$ cat src/rtl/arm_defs.sv
// Shared ARM core definitions: ALU opcodes, CPSR flag positions and the
// multiply sequencer state encoding.
package arm_defs;

   localparam int XLEN = 32;

   localparam logic [3:0] ALU_AND = 4'b0000;
   localparam logic [3:0] ALU_EOR = 4'b0001;
   localparam logic [3:0] ALU_SUB = 4'b0010;
   localparam logic [3:0] ALU_RSB = 4'b0011;
   localparam logic [3:0] ALU_ADD = 4'b0100;
   localparam logic [3:0] ALU_ADC = 4'b0101;
   localparam logic [3:0] ALU_SBC = 4'b0110;
   localparam logic [3:0] ALU_RSC = 4'b0111;
   localparam logic [3:0] ALU_TST = 4'b1000;
   localparam logic [3:0] ALU_TEQ = 4'b1001;
   localparam logic [3:0] ALU_CMP = 4'b1010;
   localparam logic [3:0] ALU_CMN = 4'b1011;
   localparam logic [3:0] ALU_ORR = 4'b1100;
   localparam logic [3:0] ALU_MOV = 4'b1101;
   localparam logic [3:0] ALU_BIC = 4'b1110;
   localparam logic [3:0] ALU_MVN = 4'b1111;

   localparam int CPSR_N = 31;
   localparam int CPSR_Z = 30;
   localparam int CPSR_C = 29;
   localparam int CPSR_V = 28;

   typedef enum logic [1:0] {
      MUL_IDLE  = 2'd0,
      MUL_ITER  = 2'd1,
      MUL_FLAGS = 2'd2,
      MUL_DONE  = 2'd3
   } mul_state_e;

   function automatic logic [XLEN-1:0] partial_term(
      input logic            sel,
      input logic [XLEN-1:0] mcand
   );
      return sel ? mcand : '0;
   endfunction

endpackage

$ cat src/rtl/arm_mul_seq.sv
// Radix-2 shift-add MUL/MLA sequencer borrowing the shared ALU.
// Optional ARM_MUL_EARLY_TERM_EN: finish once the multiplier is exhausted.
module arm_mul_seq
   import arm_defs::*;
(
   input  logic            clk,
   input  logic            rst_n,
   input  logic            start,
   input  logic            accumulate,
   input  logic            s_bit,
   input  logic [XLEN-1:0] rm,
   input  logic [XLEN-1:0] rs,
   input  logic [XLEN-1:0] rn,
   input  logic [XLEN-1:0] cpsr_in,
   output logic [XLEN-1:0] alu_op1,
   output logic [XLEN-1:0] alu_op2,
   output logic [3:0]      alu_op_sel,
   output logic [XLEN-1:0] alu_cpsr_prev,
   input  logic [XLEN-1:0] alu_out,
   input  logic [XLEN-1:0] alu_cpsr_next,
   output logic            alu_own,
   output logic            busy,
   output logic            done,
   output logic [XLEN-1:0] result,
   output logic [XLEN-1:0] cpsr_out,
   output logic            cpsr_we
);

   mul_state_e      state;
   logic [XLEN-1:0] acc;
   logic [XLEN-1:0] mcand;
   logic [XLEN-1:0] mplier;
   logic [4:0]      cnt;
   logic [XLEN-1:0] cpsr_q;
   logic            s_q;
   logic            skip;

`ifdef ARM_MUL_EARLY_TERM_EN
   assign skip = (mplier == '0);
`else
   assign skip = 1'b0;
`endif

   assign busy = alu_own;

   always_comb begin
      alu_op1       = '0;
      alu_op2       = '0;
      alu_op_sel    = ALU_MOV;
      alu_cpsr_prev = cpsr_in;
      case (state)
         MUL_ITER: begin
            alu_op1       = acc;
            alu_op2       = partial_term(mplier[0], mcand);
            alu_op_sel    = ALU_ADD;
            alu_cpsr_prev = cpsr_q;
         end
         MUL_FLAGS: begin
            alu_op2       = acc;
            alu_op_sel    = ALU_MOV;
            alu_cpsr_prev = cpsr_q;
         end
         default: ;
      endcase
   end

   always_ff @(posedge clk) begin
      if (!rst_n) begin
         state    <= MUL_IDLE;
         acc      <= '0;
         mcand    <= '0;
         mplier   <= '0;
         cnt      <= '0;
         cpsr_q   <= '0;
         s_q      <= 1'b0;
         result   <= '0;
         cpsr_out <= '0;
         done     <= 1'b0;
         cpsr_we  <= 1'b0;
         alu_own  <= 1'b0;
      end else begin
         case (state)
            MUL_IDLE: begin
               if (start) begin
                  acc     <= accumulate ? rn : '0;
                  mcand   <= rm;
                  mplier  <= rs;
                  cnt     <= '0;
                  cpsr_q  <= cpsr_in;
                  s_q     <= s_bit;
                  alu_own <= 1'b1;
                  state   <= MUL_ITER;
               end
            end
            MUL_ITER: begin
               // ITER C/V are discarded; only the running sum matters.
               if (!skip) begin
                  acc    <= alu_out;
                  mcand  <= mcand << 1;
                  mplier <= mplier >> 1;
                  cnt    <= cnt + 5'd1;
               end
               if (skip || cnt == 5'd31) begin
                  state <= MUL_FLAGS;
               end
            end
            MUL_FLAGS: begin
               result   <= alu_out;
               cpsr_out <= alu_cpsr_next;
               done     <= 1'b1;
               cpsr_we  <= s_q;
               state    <= MUL_DONE;
            end
            MUL_DONE: begin
               done    <= 1'b0;
               cpsr_we <= 1'b0;
               alu_own <= 1'b0;
               state   <= MUL_IDLE;
            end
            default: state <= MUL_IDLE;
         endcase
      end
   end

endmodule

$ cat config.mk
export PLATFORM = sky130hd
export DESIGN_NAME = arm_mul_seq
export DESIGN_NICKNAME = d
export VERILOG_FILES = /design/src/rtl/arm_defs.sv /design/src/rtl/arm_mul_seq.sv
export SDC_FILE = /design/constraint.sdc
export NUM_CORES = 1
export LEC_CHECK = 0
export BUFFER_PORTS_ARGS = -buffer_cell sky130_fd_sc_hd__buf_2
export CAP_MARGIN = 20
export CORE_MARGIN = 1.5
export CORE_UTILIZATION = 49
export DETAILED_ROUTE_END_ITERATION = 10
export PLACE_DENSITY_LB_ADDON = 0.3
export SYNTH_ARGS = -nofsm -noshare
export SYNTH_HDL_FRONTEND = slang
export SYNTH_SLANG_ARGS = --single-unit
$ cat constraint.sdc
create_clock -name clk -period 1.9 [get_ports clk]
set_input_delay 0.095 -clock clk [delete_from_list [all_inputs] [get_ports clk]]
set_output_delay 0.095 -clock clk [all_outputs]
set_load 0.05 [all_outputs]
==> flow_summary.json, run 1 <==
{
  "dr.pass1.iters": 5,
  "clk_pin_slew_ps": 60,
  "synth_top_area_share_pct": 42.8,
  "status": "finished with violations",
  "num-fill-cells": 895,
  "htree_levels": 1,
  "yosys_warnings": 0,
  "fp.dieW_um": 142,
  "yosys-top-cells-area": "dfxtp_1 (43%), mux2i_1 (14%), a211oi_2 (7.9%)",
  "stdcell_area_um2": 16000,
  "worst-path-max-fanout": 24,
  "cp-end-kind": "flip-flop",
  "slowest_delay_ps": 720,
  "layout.nets": 1740,
  "tns_ps": -19730,
  "post_drt_wl_per_cell_um": 22.1,
  "start_util_pct": 50.4,
  "total_power_mw": 26.4,
  "grt_usage_pct": 34.9,
  "synthesis.nets": 1199,
  "crit_type": "reg2reg",
  "crit_family": "buffers and inverters",
  "maxCapViolCount": 0,
  "min_from": "start",
  "die_h_um": 142,
  "drive_gt1_share_pct": 42.6,
  "crit_cells": 9,
  "grt_pass1_wl_um": 55800,
  "min_period_ps": 2280,
  "cellLeakagePower_nw": 6.74,
  "ioPinCount": 365,
  "synth_area_um2": 9490,
  "tightestPinTransition_ps": 894,
  "finalSetupViolCount": 100,
  "worst-path-buf-inv": 5,
  "max-vdd-ir-drop_uv": 1240,
  "placed_cell_area_um2": 11700,
  "reg2reg_from": "state[0]$_SDFFE_PN0P_",
  "cts-root-buf": "clkbuf_16",
  "crit_arrival_ps": 2650,
  "critPathLaunchType": "flip-flop",
  "ys_seq_area_share_pct": 42.8,
  "fin_skew_ps": 16.5,
  "r2r_cells": 9,
  "die_area_um2": 20200,
  "worstSkewPairLatency_ps": 520,
  "clock-sinks": 203,
  "gp_congestion": 0.853,
  "dp.final_hpwl_um": 19400,
  "path_cells": "buf_6, ha_4, buf_6, buf_4, buf_4, mux2i_4, buf_12, a221oi_1, nor2_1",
  "dp_cells": 1551,
  "slew_headroom_pct": 40.4,
  "synth.distinct_cells": 36,
  "violations": "negative setup slack",
  "holdCritPathClass": "in2reg",
  "io_buffers": 362,
  "synth_seq_cells": 203,
  "avgSynthCellArea_um2": 9.55,
  "vias_per_cell": 5.77,
  "finish.utilization_pct": 85.2,
  "syn_inst": 994,
  "rsz0062_at_grt": "true",
  "cp.required_ps": 2270,
  "grt_pass1_vias": 10500,
  "powerDensity_nw_per_um2": 1650,
  "setup_ws_ps": -379,
  "drc": 0,
  "cts_tree": "built",
  "ant_nets": 0,
  "grt-ovfl-total": 0,
  "num_vias": 10500,
  "grt_max_degree": 86,
  "whs_path_depth": 4,
  "antenna_found_initial": 2,
  "coreArea_um2": 18800,
  "hold_viol": 0,
  "timing.fmax_mhz": 439,
  "crit_start": "state[0]$_SDFFE_PN0P_",
  "fin_cells": 1814,
  "slew_viol_final": 0,
  "rows": 50,
  "drt_iter0_markers": 772,
  "slowest_stage": "a221oi_1",
  "area_delta_synth_final_pct": 69.0,
  "wl_um": 40000,
  "yosys.area.top_type": "dfxtp_1",
  "post-route-period-util_pct": 120,
  "cts_buffers": 23,
  "cts.path.max_buffers": 3
}
==> flip-flops by register name, summed over array words and instances, names as in the netlist <==
name      flops
acc          32
cpsr_out     32
cpsr_q       32
mcand        32
mplier       32
result       32
cnt           5
state         2
alu_own       1
cpsr_we       1
done          1
s_q           1
==> where the power goes <==
group / internal (mW) / leakage, nW / switching, mW / total [mW]
Combinational: 6.34 / 4.68 / 8.67 / 15.0
Sequential: 5.57 / 1.67 / 1.23 / 6.80
Clock: 2.75 / 0.387 / 1.87 / 4.62
Total: 14.7 / 6.74 / 11.8 / 26.4
==> per-layer routing <==
metal | up-vias | track usage [%] | part of all wire (%)
met1 | 4979 | 37.9 | 35
met2 | 707 | 63.4 | 50
li1 | 4563 | - | -
met3 | 210 | 7.47 | 8.7
met5 | - | 0 | 0
met4 | 0 | 18.5 | 6.3
==> stage by stage <==
step                worst slack [ps]  hold slack, ps
CTS                             -344             115
global placement               -54.0             326
detailed placement             -77.1             337
global route                    -423             217
finish                          -379             177
floorplan                        162             231
==> cell type report <==
class / count / area [um^2] / area share (%)
clock buffers: 29 / 628 / 3.92
diodes: 3 / 7.51 / 0.0468
clock inverters: 12 / 143 / 0.889
repair buffers: 611 / 5300 / 33.1
flip-flops and latches: 203 / 4070 / 25.3
inverters: 5 / 27.5 / 0.172
well taps: 260 / 325 / 2.03
multi-input cells: 691 / 5540 / 34.5
==> cell usage in the layout (no fill, tap or decap), drive strengths merged, types with 34 or more instances in the layout <==
cell	count
nand2	69
dlygate4sd3	194
and2	34
o21ai	34
a21oi	36
buf	413
a211oi	62
mux2i	128
dfxtp	203
nor2b	37
nor2	166
==> cells by family after synthesis <==
| family | after synthesis | share of synthesized area, % |
|---|---|---|
| buffers and inverters | 100 | 5.92 |
| and+or+nand+nor | 315 | 14.6 |
| other | 2 | 0.0792 |
| adders and majority gates | 8 | 1.06 |
| muxes | 161 | 17.5 |
| DFF | 203 | 42.8 |
| AOI/OAI and AO/OA | 205 | 18.0 |
==> worst reg2reg max path: stages, from the launching register on <==
cell and delay, ps:
dfxtp_2 350, buf_6 100, ha_4 120, buf_6 90, buf_4 140, buf_4 230
mux2i_4 110, buf_12 170, a221oi_1 730, nor2_1 110
==> synthesized netlist by cell type (all sizes together) <==
| cell type | n |
|---|---|
| a211oi | 62 |
| a21boi | 1 |
| a21oi | 36 |
| a221oi | 32 |
| a22oi | 31 |
| a31oi | 1 |
| a32oi | 5 |
| and2 | 34 |
| and3 | 2 |
| buf | 55 |
| clkbuf | 40 |
| clkinv | 1 |
| conb | 2 |
| dfxtp | 203 |
| ha | 8 |
| inv | 4 |
| mux2 | 33 |
| mux2i | 128 |
| nand2 | 69 |
| nand2b | 2 |
| nand3 | 1 |
| nand3b | 2 |
| nand4b | 1 |
| nor2 | 166 |
| nor2b | 37 |
| o21a | 1 |
| o21ai | 34 |
| o311a | 1 |
| o31ai | 1 |
| or3 | 1 |
==> worst paths after layout <==
kind	endpoint	slack, ps
hold reg to reg	cpsr_q[29]$_SDFFE_PN0P_	450
setup / recovery	acc[11]$_SDFFE_PN0P_	-380
setup reg to reg	acc[11]$_SDFFE_PN0P_	-380
hold / removal	state[1]$_SDFFE_PN0P_	180
==> timing repair <==
action / in CTS / in global routing
resized for setup: 232 / 157
hold buffers: 194 / 0
buffers inserted: 15 / 4
hold endpoints to repair: 198 / 0
pin swaps: 12 / 19
cloned: 9 / 4
endpoints found under the setup margin: 190 / 138
Power figures use the tool's default switching activity.
==> run 2, diff against run 1 <==
- PLACE_DENSITY: unset -> 0.8
- PLACE_DENSITY_LB_ADDON: 0.3 -> unset
==> flow_summary.json, run 2 (synthesis results as in run 1) <==
{
  "tns_ps": -29010,
  "vias_per_cell": 6.09,
  "seqPwrFrac_pct": 24.4,
  "cts.path.max_buffers": 3,
  "combPwrFrac_pct": 58.9,
  "crit_start": "state[1]$_SDFFE_PN0P_",
  "r2r_setup_slack_ps": -280,
  "power_frac_clock_pct": 16.7,
  "cp-end-kind": "primary output",
  "ioPinCount": 365,
  "die_area_um2": 20200,
  "gp_congestion": 0.837,
  "intPower_mw": 15.7,
  "fp.dieW_um": 142,
  "holdCritPathClass": "in2reg",
  "coreArea_um2": 18800,
  "ant_nets": 0,
  "grt_pass1_wl_um": 60800,
  "grt_max_degree": 61,
  "layout.nets": 1759,
  "crit_family": "buffers and inverters",
  "violations": "negative setup slack",
  "status": "finished with violations",
  "p_switching_mw": 12.9,
  "reg2reg_from": "state[1]$_SDFFE_PN0P_",
  "crit_cells": 9,
  "final_cell_mix": "buf_2 (264), dfxtp_1 (201), dlygate4sd3_1 (192), nor2_1 (150), mux2i_1 (127)",
  "dr.pass1.iters": 5,
  "worst-path-buf-inv": 5,
  "clock-sinks": 203,
  "slowest_stage": "dfxtp_2",
  "timing.fmax_mhz": 434,
  "worst-path-max-fanout": 6,
  "start_util_pct": 50.4,
  "finalSetupViolCount": 176,
  "r2r_cells": 7,
  "drt_iter0_markers": 927,
  "crit_arrival_ps": 2210,
  "drc": 0,
  "finish.utilization_pct": 88.2,
  "max-vdd-ir-drop_uv": 961,
  "critPathLaunchType": "flip-flop",
  "r2r_end": "cpsr_q[10]$_SDFFE_PN0P_",
  "area_delta_synth_final_pct": 75.0,
  "clk_pin_slew_ps": 60,
  "num_vias": 11200,
  "maxCapViolCount": 0,
  "cts_buffers": 22,
  "multiInputGateArea_um2": 5570,
  "seqCellArea_um2": 4070,
  "dp.final_hpwl_um": 20900,
  "post_drt_wl_per_cell_um": 25.8,
  "io_buffers": 362,
  "powerDensity_nw_per_um2": 1720,
  "grt_usage_pct": 39.0,
  "worstSkewPairLatency_ps": 520,
  "wl_um": 47300,
  "rsz0062_at_grt": "true",
  "min_period_ps": 2300,
  "fin_cells": 1833,
  "num-fill-cells": 786,
  "path_cells": "inv_2, buf_6, ha_4, buf_8, and2_4, clkbuf_16, a22oi_2, nor2b_2, buf_6",
  "die_h_um": 142,
  "drive_gt1_share_pct": 44.3,
  "dp_cells": 1558,
  "swShare_pct": 45.0,
  "hold_viol": 0,
  "tightestPinTransition_ps": 866,
  "grt-ovfl-total": 0,
  "antenna_found_initial": 9,
  "slowest_delay_ps": 340,
  "slew_headroom_pct": 42.0,
  "htree_levels": 1,
  "rows": 50,
  "slew_viol_final": 0,
  "crit_type": "reg2out",
  "mostFrequentLayoutCell": "buf_2",
  "placed_cell_area_um2": 11800,
  "post-route-period-util_pct": 121,
  "cp.required_ps": 1800,
  "path_common_cell": "buf_6",
  "stdcell_area_um2": 16600,
  "cts-root-buf": "clkbuf_16",
  "fin_skew_ps": 8.51,
  "cts_tree": "built",
  "grt_pass1_vias": 11200,
  "cellLeakagePower_nw": 6.95,
  "cp-endpoint": "alu_op2[22]",
  "setup_ws_ps": -403
}
==> run 2: how the worst min path moves through the flow <==
stage          slack, ps  cells past startpoint               from                        end
4_1_cts               10                      3             rm[17]     mcand[17]$_SDFFE_PN0P_
3_5_place_dp         340                      3  alu_cpsr_next[15]  cpsr_out[15]$_SDFFE_PN0N_
2_1_floorplan        230                      2         cpsr_in[0]     cpsr_q[0]$_SDFFE_PN0P_
6_report              70                      3              rst_n        cnt[4]$_SDFFE_PN0P_
5_1_grt               80                      3             rm[17]     mcand[17]$_SDFFE_PN0P_
3_3_place_gp         330                      3  alu_cpsr_next[14]  cpsr_out[14]$_SDFFE_PN0N_
==> run 2: final cells by class <==
cell class                 instances  share of cell area [%]
timing repair buffer             629                    35.0
sequential                       203                    24.5
antenna                            4                  0.0603
clock inverter                    12                    1.15
multi-input combinational        693                    33.5
clock buffer                      27                    3.67
tap                              260                    1.96
inverter                           5                   0.158
==> run 2: metal layers <==
| metal | part of all wire, % | global-route usage, % | vias to the layer above |
|---|---|---|---|
| met1 | 33 | 39.7 | 5208 |
| met5 | 0.13 | 0.501 | - |
| li1 | - | - | 4615 |
| met2 | 47 | 67.4 | 957 |
| met4 | 8.9 | 31.7 | 8 |
| met3 | 11 | 10.2 | 381 |
==> run 2: power groups by stage <==
| stage | clock, mW | sequential [mW] | combinational (mW) |
|---|---|---|---|
| after global placement | 0 | 6.55 | 11.1 |
| final | 4.77 | 6.97 | 16.9 |
| after detailed placement | 0 | 6.59 | 11.3 |
| after floorplan | 0 | 7.14 | 7.94 |
| after global routing | 4.93 | 7.11 | 17.3 |
| after CTS | 4.71 | 6.61 | 14.0 |
==> run 2: timing repair <==
action	in CTS	in global routing
hold endpoints to repair	192	0
setup endpoints to repair	111	145
gates resized for setup	239	189
buffers inserted	8	14
hold buffers	192	0
pin swaps	4	13
gates cloned	6	13
==> run 2: worst min-delay path, stage by stage <==
cell and delay, ps:
buf_2 120, inv_6 190, nor2_1 150
==> run 2: through the flow <==
stage | worst slack (ps) | power (mW) | hold WS (ps)
floorplan | 162 | 15.1 | 231
finish | -403 | 28.6 | 66.9
CTS | -254 | 25.3 | 11.4
detailed placement | -36.4 | 17.9 | 336
global route | -423 | 29.4 | 84.3
global placement | 14.0 | 17.6 | 326
